<file path="src/rtl/rom_load_pkg.sv">
// Shared definitions for the Star Force ROM download sequencer: region table,
// image size and sequencer state encoding.
package rom_load_pkg;

  localparam int          NUM_REGIONS     = 6;
  localparam int unsigned ROM_TOTAL_BYTES = 32'd90112;

  typedef struct packed {
    logic [24:0] base;
    logic [16:0] size;
  } rom_region_t;

  // Regions are contiguous and end exactly at ROM_TOTAL_BYTES (0x16000).
  localparam rom_region_t REGION_TABLE [NUM_REGIONS] = '{
    '{base: 25'h00000, size: 17'h08000},  // main CPU
    '{base: 25'h08000, size: 17'h02000},  // sound CPU
    '{base: 25'h0A000, size: 17'h03000},  // FG tiles
    '{base: 25'h0D000, size: 17'h06000},  // BG tiles
    '{base: 25'h13000, size: 17'h02800},  // sprites
    '{base: 25'h15800, size: 17'h00800}   // PROM
  };

  typedef enum logic [1:0] {
    WAIT   = 2'd0,
    LOAD   = 2'd1,
    SETTLE = 2'd2,
    RUN    = 2'd3
  } rom_state_e;

endpackage

</file>
<file path="src/rtl/rom_load_sequencer_decode.sv">
// rom_region_decode: combinational byte address to one-hot region select plus
// region-local offset, driven from the package region table.
module rom_region_decode
  import rom_load_pkg::*;
(
  input  logic [24:0]            addr,
  output logic [NUM_REGIONS-1:0] hit,
  output logic [15:0]            offset
);

  // Table lookup; regions never overlap, so at most one hit is set
  always_comb begin
    hit    = {NUM_REGIONS{1'b0}};
    offset = 16'h0000;
    for (int i = 0; i < NUM_REGIONS; i++) begin
      if ((addr >= REGION_TABLE[i].base) &&
          (addr < (REGION_TABLE[i].base + {8'h00, REGION_TABLE[i].size}))) begin
        hit[i] = 1'b1;
        offset = 16'(addr - REGION_TABLE[i].base);
      end else begin
        hit[i] = 1'b0;
      end
    end
  end

endmodule

</file>
<file path="src/rtl/rom_load_sequencer.sv">
// rom_load_sequencer: splits the hps_io download stream into per-region ROM writes,
// captures DIP bytes and holds the core in reset until a valid image has settled.
module rom_load_sequencer
  import rom_load_pkg::*;
#(
  parameter int unsigned TOTAL_BYTES   = ROM_TOTAL_BYTES,
  parameter int unsigned SETTLE_CYCLES = 32'd256,
  parameter logic [7:0]  DIP_INDEX     = 8'd254
) (
  input  logic                   clk_sys,
  input  logic                   reset,
  input  logic                   ext_rst,
  input  logic                   ioctl_download,
  input  logic [7:0]             ioctl_index,
  input  logic                   ioctl_wr,
  input  logic [24:0]            ioctl_addr,
  input  logic [7:0]             ioctl_dout,
  output logic [NUM_REGIONS-1:0] rom_we,
  output logic [15:0]            rom_addr,
  output logic [7:0]             rom_data,
  output logic [15:0]            dipsw,
  output logic                   core_reset,
  output logic                   loaded,
  output logic                   load_err
);

  localparam int SW = $clog2(SETTLE_CYCLES) + 1;

  localparam logic [1:0] ST_WAIT   = WAIT;
  localparam logic [1:0] ST_LOAD   = LOAD;
  localparam logic [1:0] ST_SETTLE = SETTLE;
  localparam logic [1:0] ST_RUN    = RUN;

  logic [1:0]             state_r, state_nxt_s;
  logic [24:0]            byte_cnt_r, byte_nxt_s, byte_sat_s;
  logic [SW-1:0]          settle_cnt_r, settle_nxt_s, settle_inc_s;
  logic                   oor_r, oor_nxt_s;
  logic                   loaded_r, loaded_nxt_s;
  logic                   load_err_r, err_nxt_s;
  logic                   ext_rst_r;
  logic                   start_load_s;
  logic                   rom_dl_s, addr_oor_s, oor_now_s;
  logic                   core_reset_s;
  logic [NUM_REGIONS-1:0] hit_s;
  logic [15:0]            offset_s;
  logic [NUM_REGIONS-1:0] rom_we_r;
  logic [15:0]            rom_addr_r;
  logic [7:0]             rom_data_r;
  logic [15:0]            dipsw_r;

  assign rom_dl_s     = ioctl_download && (ioctl_index == 8'h00);
  assign addr_oor_s   = (ioctl_addr >= 25'(TOTAL_BYTES));
  assign oor_now_s    = ioctl_wr && addr_oor_s;
  assign settle_inc_s = settle_cnt_r + SW'(1);

  rom_region_decode u_decode (
    .addr   (ioctl_addr),
    .hit    (hit_s),
    .offset (offset_s)
  );

  // Saturating byte count including the write presented this cycle
  always_comb begin
    if (ioctl_wr && (byte_cnt_r != {25{1'b1}})) begin
      byte_sat_s = byte_cnt_r + 25'd1;
    end else begin
      byte_sat_s = byte_cnt_r;
    end
  end

  // Sequencer next-state; every path back into LOAD shares the start_load_s entry
  always_comb begin
    state_nxt_s  = state_r;
    byte_nxt_s   = byte_cnt_r;
    settle_nxt_s = settle_cnt_r;
    oor_nxt_s    = oor_r;
    loaded_nxt_s = loaded_r;
    err_nxt_s    = load_err_r;
    start_load_s = 1'b0;
    case (state_r)
      ST_WAIT: begin
        if (rom_dl_s) begin
          start_load_s = 1'b1;
        end else begin
          start_load_s = 1'b0;
        end
      end
      ST_LOAD: begin
        loaded_nxt_s = 1'b0;
        byte_nxt_s   = byte_sat_s;
        oor_nxt_s    = oor_r | oor_now_s;
        // A write landing on the same cycle as the download end is already in byte_sat_s
        if (rom_dl_s) begin
          state_nxt_s = ST_LOAD;
        end else if ((byte_sat_s == 25'(TOTAL_BYTES)) && !oor_nxt_s) begin
          state_nxt_s  = ST_SETTLE;
          settle_nxt_s = {SW{1'b0}};
        end else begin
          state_nxt_s = ST_WAIT;
          err_nxt_s   = 1'b1;
        end
      end
      ST_SETTLE: begin
        if (rom_dl_s) begin
          start_load_s = 1'b1;
        end else if (settle_inc_s == SW'(SETTLE_CYCLES - 1)) begin
          state_nxt_s  = ST_RUN;
          loaded_nxt_s = 1'b1;
          settle_nxt_s = {SW{1'b0}};
        end else begin
          settle_nxt_s = settle_inc_s;
        end
      end
      ST_RUN: begin
        if (rom_dl_s) begin
          start_load_s = 1'b1;
        end else begin
          start_load_s = 1'b0;
        end
      end
      default: begin
        state_nxt_s = ST_WAIT;
      end
    endcase
    // The opening cycle of a download is a real ROM cycle, so its write is counted
    if (start_load_s) begin
      state_nxt_s  = ST_LOAD;
      byte_nxt_s   = {24'd0, ioctl_wr};
      oor_nxt_s    = oor_now_s;
      settle_nxt_s = {SW{1'b0}};
      loaded_nxt_s = 1'b0;
      err_nxt_s    = 1'b0;
    end else begin
      start_load_s = 1'b0;
    end
  end

  // Sequencer state, counters and status flags
  always_ff @(posedge clk_sys or posedge reset) begin
    if (reset) begin
      state_r      <= ST_WAIT;
      byte_cnt_r   <= 25'd0;
      settle_cnt_r <= {SW{1'b0}};
      oor_r        <= 1'b0;
      loaded_r     <= 1'b0;
      load_err_r   <= 1'b0;
    end else begin
      state_r      <= state_nxt_s;
      byte_cnt_r   <= byte_nxt_s;
      settle_cnt_r <= settle_nxt_s;
      oor_r        <= oor_nxt_s;
      loaded_r     <= loaded_nxt_s;
      load_err_r   <= err_nxt_s;
    end
  end

  // ROM write path: one-cycle strobe with region-local address and data
  always_ff @(posedge clk_sys or posedge reset) begin
    if (reset) begin
      rom_we_r   <= {NUM_REGIONS{1'b0}};
      rom_addr_r <= 16'h0000;
      rom_data_r <= 8'h00;
    end else begin
      rom_we_r   <= (ioctl_wr && rom_dl_s && !addr_oor_s) ? hit_s : {NUM_REGIONS{1'b0}};
      rom_addr_r <= offset_s;
      rom_data_r <= ioctl_dout;
    end
  end

  // DIP switch capture, independent of the sequencer
  always_ff @(posedge clk_sys or posedge reset) begin
    if (reset) begin
      dipsw_r <= 16'h0000;
    end else if (ioctl_wr && (ioctl_index == DIP_INDEX) && (ioctl_addr[24:1] == 24'd0)) begin
      if (ioctl_addr[0]) begin
        dipsw_r[7:0] <= ioctl_dout;
      end else begin
        dipsw_r[15:8] <= ioctl_dout;
      end
    end else begin
      dipsw_r <= dipsw_r;
    end
  end

  // User reset request, registered so the core sees it one cycle later
  always_ff @(posedge clk_sys or posedge reset) begin
    if (reset) begin
      ext_rst_r <= 1'b0;
    end else begin
      ext_rst_r <= ext_rst;
    end
  end

  // Core reset: only RUN lets the user request through
  always_comb begin
    if (state_r == ST_RUN) begin
      core_reset_s = ext_rst_r;
    end else begin
      core_reset_s = 1'b1;
    end
  end

  assign rom_we     = rom_we_r;
  assign rom_addr   = rom_addr_r;
  assign rom_data   = rom_data_r;
  assign dipsw      = dipsw_r;
  assign core_reset = core_reset_s;
  assign loaded     = loaded_r;
  assign load_err   = load_err_r;

endmodule

</file>
<file path="config.mk">
export PLATFORM = sky130hd
export DESIGN_NAME = rom_load_sequencer
export DESIGN_NICKNAME = d
export VERILOG_FILES = /design/src/rtl/rom_load_pkg.sv /design/src/rtl/rom_load_sequencer_decode.sv /design/src/rtl/rom_load_sequencer.sv
export SDC_FILE = /design/constraint.sdc
export NUM_CORES = 1
export LEC_CHECK = 0
export ABC_AREA = 1
export BUFFER_PORTS_ARGS = -buffer_cell sky130_fd_sc_hd__buf_2
export CAP_MARGIN = 20
export CORE_ASPECT_RATIO = 1.25
export CORE_UTILIZATION = 57
export DETAILED_ROUTE_END_ITERATION = 10
export GPL_TIMING_DRIVEN = 0
export PLACE_DENSITY = 0.81
export SLEW_MARGIN = 20
export SYNTH_ARGS = -nofsm -noshare
export SYNTH_HDL_FRONTEND = slang
export SYNTH_HIERARCHICAL = 1
export SYNTH_SLANG_ARGS = --single-unit
</file>
<file path="constraint.sdc">
create_clock -name clk_sys -period 3.7 [get_ports clk_sys]
set_input_delay 0.74 -clock clk_sys [delete_from_list [all_inputs] [get_ports clk_sys]]
set_output_delay 0.74 -clock clk_sys [all_outputs]
set_load 0.1 [all_outputs]
</file>
# --- Yosys cells after proc, flatten, opt, wreduce, memory -nomap -nowiden ---
# Index checks and enable logic that the tools add are counted.
word_totals:
  register_bits: 86
  output_inout_bits: 49
classes:
  addsub: 7
  magnitude_cmp: 13
  n_eq_ne: 13
  mux: 41
  n_bitwise: 2
  n_reduce_logical: 27
ops:
  columns: ["op", "count"]
  rows:
  - ["$mux 16", 6]
  - ["$ge 25x16->1 const B", 3]
  - ["$ge 25x17->1 const B", 3]
  - ["$lt 25x16->1 const B", 3]
  - ["$lt 25x17->1 const B", 3]
  - ["$mux 25", 3]
  - ["$sub 16x16->16 const B", 3]
  - ["$mux 9", 5]
  - ["$add 25x1->25 const B", 1]
  - ["$eq 25x17->1 const B", 1]
  - ["$ge 25x1->1 const B", 1]
  - ["$ne 25x25->1 const B", 1]
  - ["$logic_not 24->1", 1]
  - ["$mux 1", 18]
  - ["$pmux 9 s2", 1]
  - ["$sub 16x14->16 const B", 1]
  - ["$sub 16x15->16 const B", 1]
  - ["$logic_and 1x1->1", 14]
  - ["$ne 3x3->1 const B", 4]
  - ["$mux 2", 5]
  - ["$add 9x1->9 const B", 1]
  - ["$eq 9x8->1 const B", 1]
  - ["$eq 8x8->1 const B", 1]
  - ["$logic_not 8->1", 1]
  - ["16 further kinds", 21]

# --- Logic depth before layout (Yosys ltp) ---
depth:
  ltp_word: 9
  mapped_depth: 19
  ltp_nobuf: 19

# --- By module ---
# The synthesis kept the hierarchy.
by_module_without_submodules:
  columns: ["mod", "n_inst", "cells_each", "area_each_um2", "seq_area_each_um2"]
  rows:
  - ["rom_load_sequencer", 1, 556, 4337.9, 2152.1]
  - ["rom_region_decode", 1, 179, 997.2, 0.0]

# --- Worst setup path before layout ---
# No wires, ideal clock.
synth_timing:
  kind: "register to register"
  start: "register byte_cnt_r[0]"
  end: "register settle_cnt_r[4]"
  t_arrival_ns: 2.026
  path_slack_ns: 1.558
  path_stages_with_launch: 20
  path_buffers: 1
  cell_sequence: "dfrtp_1 > ha_1 > nand2_1 > nor2_2 > nand2_4 > nor2_8 > nand3_4 > buf_6 > nand2_2 > nand2_2 > nand2_2 > nand2_1 > nor2_1 > nand2_1 > nor2_2 > nand2_2 > nand2_2 > nand2_4 > nand2_1 > nand2_1"
synth_via:
  elab_chain_len: 7
synth_lines:
  columns: ["element", "line_no", "source"]
  rows:
  - ["start: declaration", "rom_load_sequencer.sv:35", "logic [24:0] byte_cnt_r, byte_nxt_s, byte_sat_s;"]
  - ["start signal: assignment", "rom_load_sequencer.sv:149", "byte_cnt_r <= byte_nxt_s;"]
  - ["branches (longest 2 deep; another with $add 25x1->25)", null, null]
  - ["$mux 25 *", "rom_load_sequencer.sv:64", "if (ioctl_wr && (byte_cnt_r != {25{1'b1}})) begin"]
  - ["$eq 25x17->1 *", "rom_load_sequencer.sv:95", "end else if ((byte_sat_s == 25'(TOTAL_BYTES)) && !oor_nxt_s) begin"]
  - ["$logic_and 1x1->1 *", "rom_load_sequencer.sv:95", null]
  - ["$ne 3x3->1 (no source line) *", null, null]
  - ["$reduce_and 4->1 (no source line) *", null, null]
  - ["end signal: assignment", "rom_load_sequencer.sv:143", "settle_cnt_r <= {SW{1'b0}};"]
  - ["end signal: assignment", "rom_load_sequencer.sv:150", "settle_cnt_r <= settle_nxt_s;"]
  - ["end: declaration", "rom_load_sequencer.sv:36", "logic [SW-1:0] settle_cnt_r, settle_nxt_s, settle_inc_s;"]
# Mark *: on every way between the ends.
# A chain may end at the register's enable or synchronous reset.

# --- Worst setup path after layout ---
layout_timing:
  start: "register byte_cnt_r[0]"
  end: "register settle_cnt_r[7]"
# The elaborated chain is that of the path after synthesis.

==> run metrics <==
Initial Utilization 58.5%; reg2reg path depth 18; IO Count 95; placed cells 953; Detailed Route WL 13600 µm; main combinational cell family by area after synthesis simple AND/OR/NAND/NOR gates; Post-DRT Antenna Nets 0; post-DP HPWL 10300 µm; first-pass GRT wire length 22000 µm; syn_nets 793; initial antenna violation count 0; Simple-Gate Fraction of Synth Area 37.1%; Die ar. 9750 µm²; clock tree buffer depth 2; vias in the first global route 4872; Flop pwr share 40.2%; nets@finish 899; #FFs+latches synth 86; Int Power 0.00200 W; CP arrival 2.91 ns; Critical-path top delay cell dfrtp_1; Reg2Reg Setup Slack 1.02 ns; pre-CTS setup slack 1.00 ns; CTS H-tree depth 3; Worst Setup End Kind register; Compound-Gate Fraction of Synth Area 7.74%; diodes inserted 0; post-CTS setup buffer count 0; Distinct cells, synth 40; leakage power 3.37 nW; Peak Freq 373 MHz; Area Overhead vs Synth 17.6%; design area 6270 µm²; NetSw 0.00138 W; critical path fanouts, max 9; largest stage delay on the critical path 0.47 ns; Relative slew margins 62.4%; CP Buf/Inv Count 1; GRT Total Usage 29.6%; largest net degree at the start of global routing 51; Slew Viols, Final 0; worst setup slack after layout 1.02 ns; Net Sw Frac 40.8%; row count 39; Clk network pwr share 25.9%; Least-Margin Pin Slew 0.563 ns; Final Critical Period 2.68 ns; clock sinks 86; WP depth 18; post-synthesis cell count 735; crit-path leading delay family simple AND/OR/NAND/NOR gates; mux cell area share after synthesis 0%; Setup CP Type register to register; Reg-to-Reg Start byte_cnt_r[0]$_DFFE_PP0P_; layout cells sized above 1 21.9%; area of the core 9130 µm²; CP required 3.93 ns; Peak VDD IR 0.361 mV; synthesized area 5340 µm²; DRC Markers 0; Ys Warns 6; register area share after synthesis 40.3%; XOR/XNOR share of the synthesized area 2.79%; via count 5084; power per cell area 538 nW/µm²; WHS 0.431 ns; Core Util, Final 68.8%; most used cell along the critical path nand2_1; setup repair after global routing missed its margin no; Post-Synth Adder-Cell Area 2.81%; worst skew pair latency 0.34 ns; Max Cap Viol 0; CTS Buf Count 9; Synth Area per Inst 7.26 µm²; clk slew on worst S/H paths 0.07 ns; # setup viols final 0; CTS tree yes; Die W 88.5 µm; Avg WL per Cell 14.0 µm; gpl congestion 0.933; skew final 0.00497 ns; status complete, no violations; startpoint type of the worst setup path register; PostCTS Resize Cnt 0; Die Height 110 µm; Logic pwr share 33.9%; Hold Vio Cnt, Final 0; Hold Path Class primary input to async pin; non-filler instance count after layout 969; GR Overflow Total 0; Placed Area 5990 µm²; CTS Hold Bufs 0; period utilisation layout 72.4%; crit-path cells ha_1, nand2_1, nor2_2, nand2_4, nor2_8, nand2_4, nand2_4, inv_2, nand2_1, nand2_1, nor2_1, nand3_1, nor2_2, nand2_2, nand2_2, nand2_4, nand2_1, nand2_1; TritonRoute pass-1 iters 5; drt initial violations 265; clk root buf clkbuf_16; Port Buffers 94; vias per cell 5.25; FF-to-FF End settle_cnt_r[7]$_DFFE_PP0P_
state kept, by name, summed over array words and instances (netlist names):
name          count
ext_rst_r         1
load_err          1
oor_r             1
rom_we            6
dipsw            16
byte_cnt_r       25
state_r           2
rom_addr         16
loaded            1
rom_data          8
settle_cnt_r      9
worst reg2reg max path: cells and delay by family (launching register included):
family,cells,cell delay [ns]
AND/OR/NAND/NOR,16,1.74
flip-flops,1,0.47
adder cells (fa/ha/maj),1,0.26
buffers and inverters,1,0.09
power groups by stage:
stage | clock network (W) | registers, W | logic (W)
global route | 0.000927 | 0.00138 | 0.00129
finish | 0.000872 | 0.00136 | 0.00114
global placement | 0 | 0.00135 | 0.00108
CTS | 0.000884 | 0.00135 | 0.00114
detailed placement | 0 | 0.00137 | 0.00113
floorplan | 0 | 0.00142 | 0.000787
cell usage in the layout (no fill, tap or decap), types with 3 or more instances in the layout:
master     instances
nand2_1          207
nor2_1            97
inv_1             96
buf_2             95
dfrtp_1           86
nand3_1           59
o21ai_0           38
nand2_2           15
xor2_1            15
nor2_2            14
ha_1              12
nand4_1           11
o22ai_1           11
clkbuf_16          9
nand2_4            7
inv_2              7
clkbuf_1           6
nor3_1             5
nor2_4             5
or2_2              5
nor4_1             4
a21oi_2            4
a21oi_1            4
buf_6              3
clkinv_4           3
how the worst max path moves through the flow:
stage	startpoint	to
2_1_floorplan	reset	byte_cnt_r[0]$_DFFE_PP0P_
5_1_grt	byte_cnt_r[0]$_DFFE_PP0P_	settle_cnt_r[7]$_DFFE_PP0P_
6_report	byte_cnt_r[0]$_DFFE_PP0P_	settle_cnt_r[7]$_DFFE_PP0P_
3_5_place_dp	ioctl_addr[13]	dipsw[5]$_DFFE_PP0P_
3_3_place_gp	reset	rom_we[3]$_DFF_PP0_
4_1_cts	byte_cnt_r[0]$_DFFE_PP0P_	settle_cnt_r[7]$_DFFE_PP0P_
cells by family after synthesis:
kind of cell,after synthesis
flops,86
fa+ha+maj,12
simple gates,434
buf+inv,118
compound gates,68
xor+xnor,17
metrics by stage:
step                setup TNS [ns]  power, W
finish                           0   0.00337
global route                     0   0.00360
CTS                              0   0.00338
detailed placement               0   0.00249
global placement            -22.70   0.00243
floorplan                        0   0.00221
area by class of cell:
type | count | area [µm²]
clock buffer | 10 | 239
inverter | 105 | 399
timing repair buffer | 95 | 498
clock inverter | 6 | 45.0
tap | 123 | 154
multi-input combinational | 531 | 2690
fill | 771 | 2850
sequential | 86 | 2150
buffer | 13 | 96.3
metal layers:
| metal | vias to the layer above | track usage [%] | share of wire (%) |
|---|---|---|---|
| met5 | - | 0 | 0 |
| met4 | 0 | 14.3 | 3.6 |
| met3 | 43 | 4.84 | 3.9 |
| met2 | 148 | 52.6 | 52 |
| met1 | 2367 | 34.4 | 41 |
| li1 | 2526 | - | - |
cells in the mapped netlist (all sizes together):
library cell	count	area share, %
ha	12	2.8
nor4	4	0.47
a22oi	1	0.14
nor2	117	9.9
nand3	60	5.9
clkbuf	6	0.42
xnor2	2	0.33
nor3	6	0.66
o22ai	11	1.3
nand3b	2	0.52
a31o	1	0.16
buf	7	1.4
o21ai	40	3.9
or2	5	0.59
nand4	11	1.3
o21bai	1	0.14
a22o	2	0.33
o221ai	1	0.16
a21oi	9	1.3
dfrtp	86	40
xor2	15	2.5
o211ai	2	0.28
nand2	229	18
inv	105	7.4
Note: power is estimated with default switching activity, not from simulation.
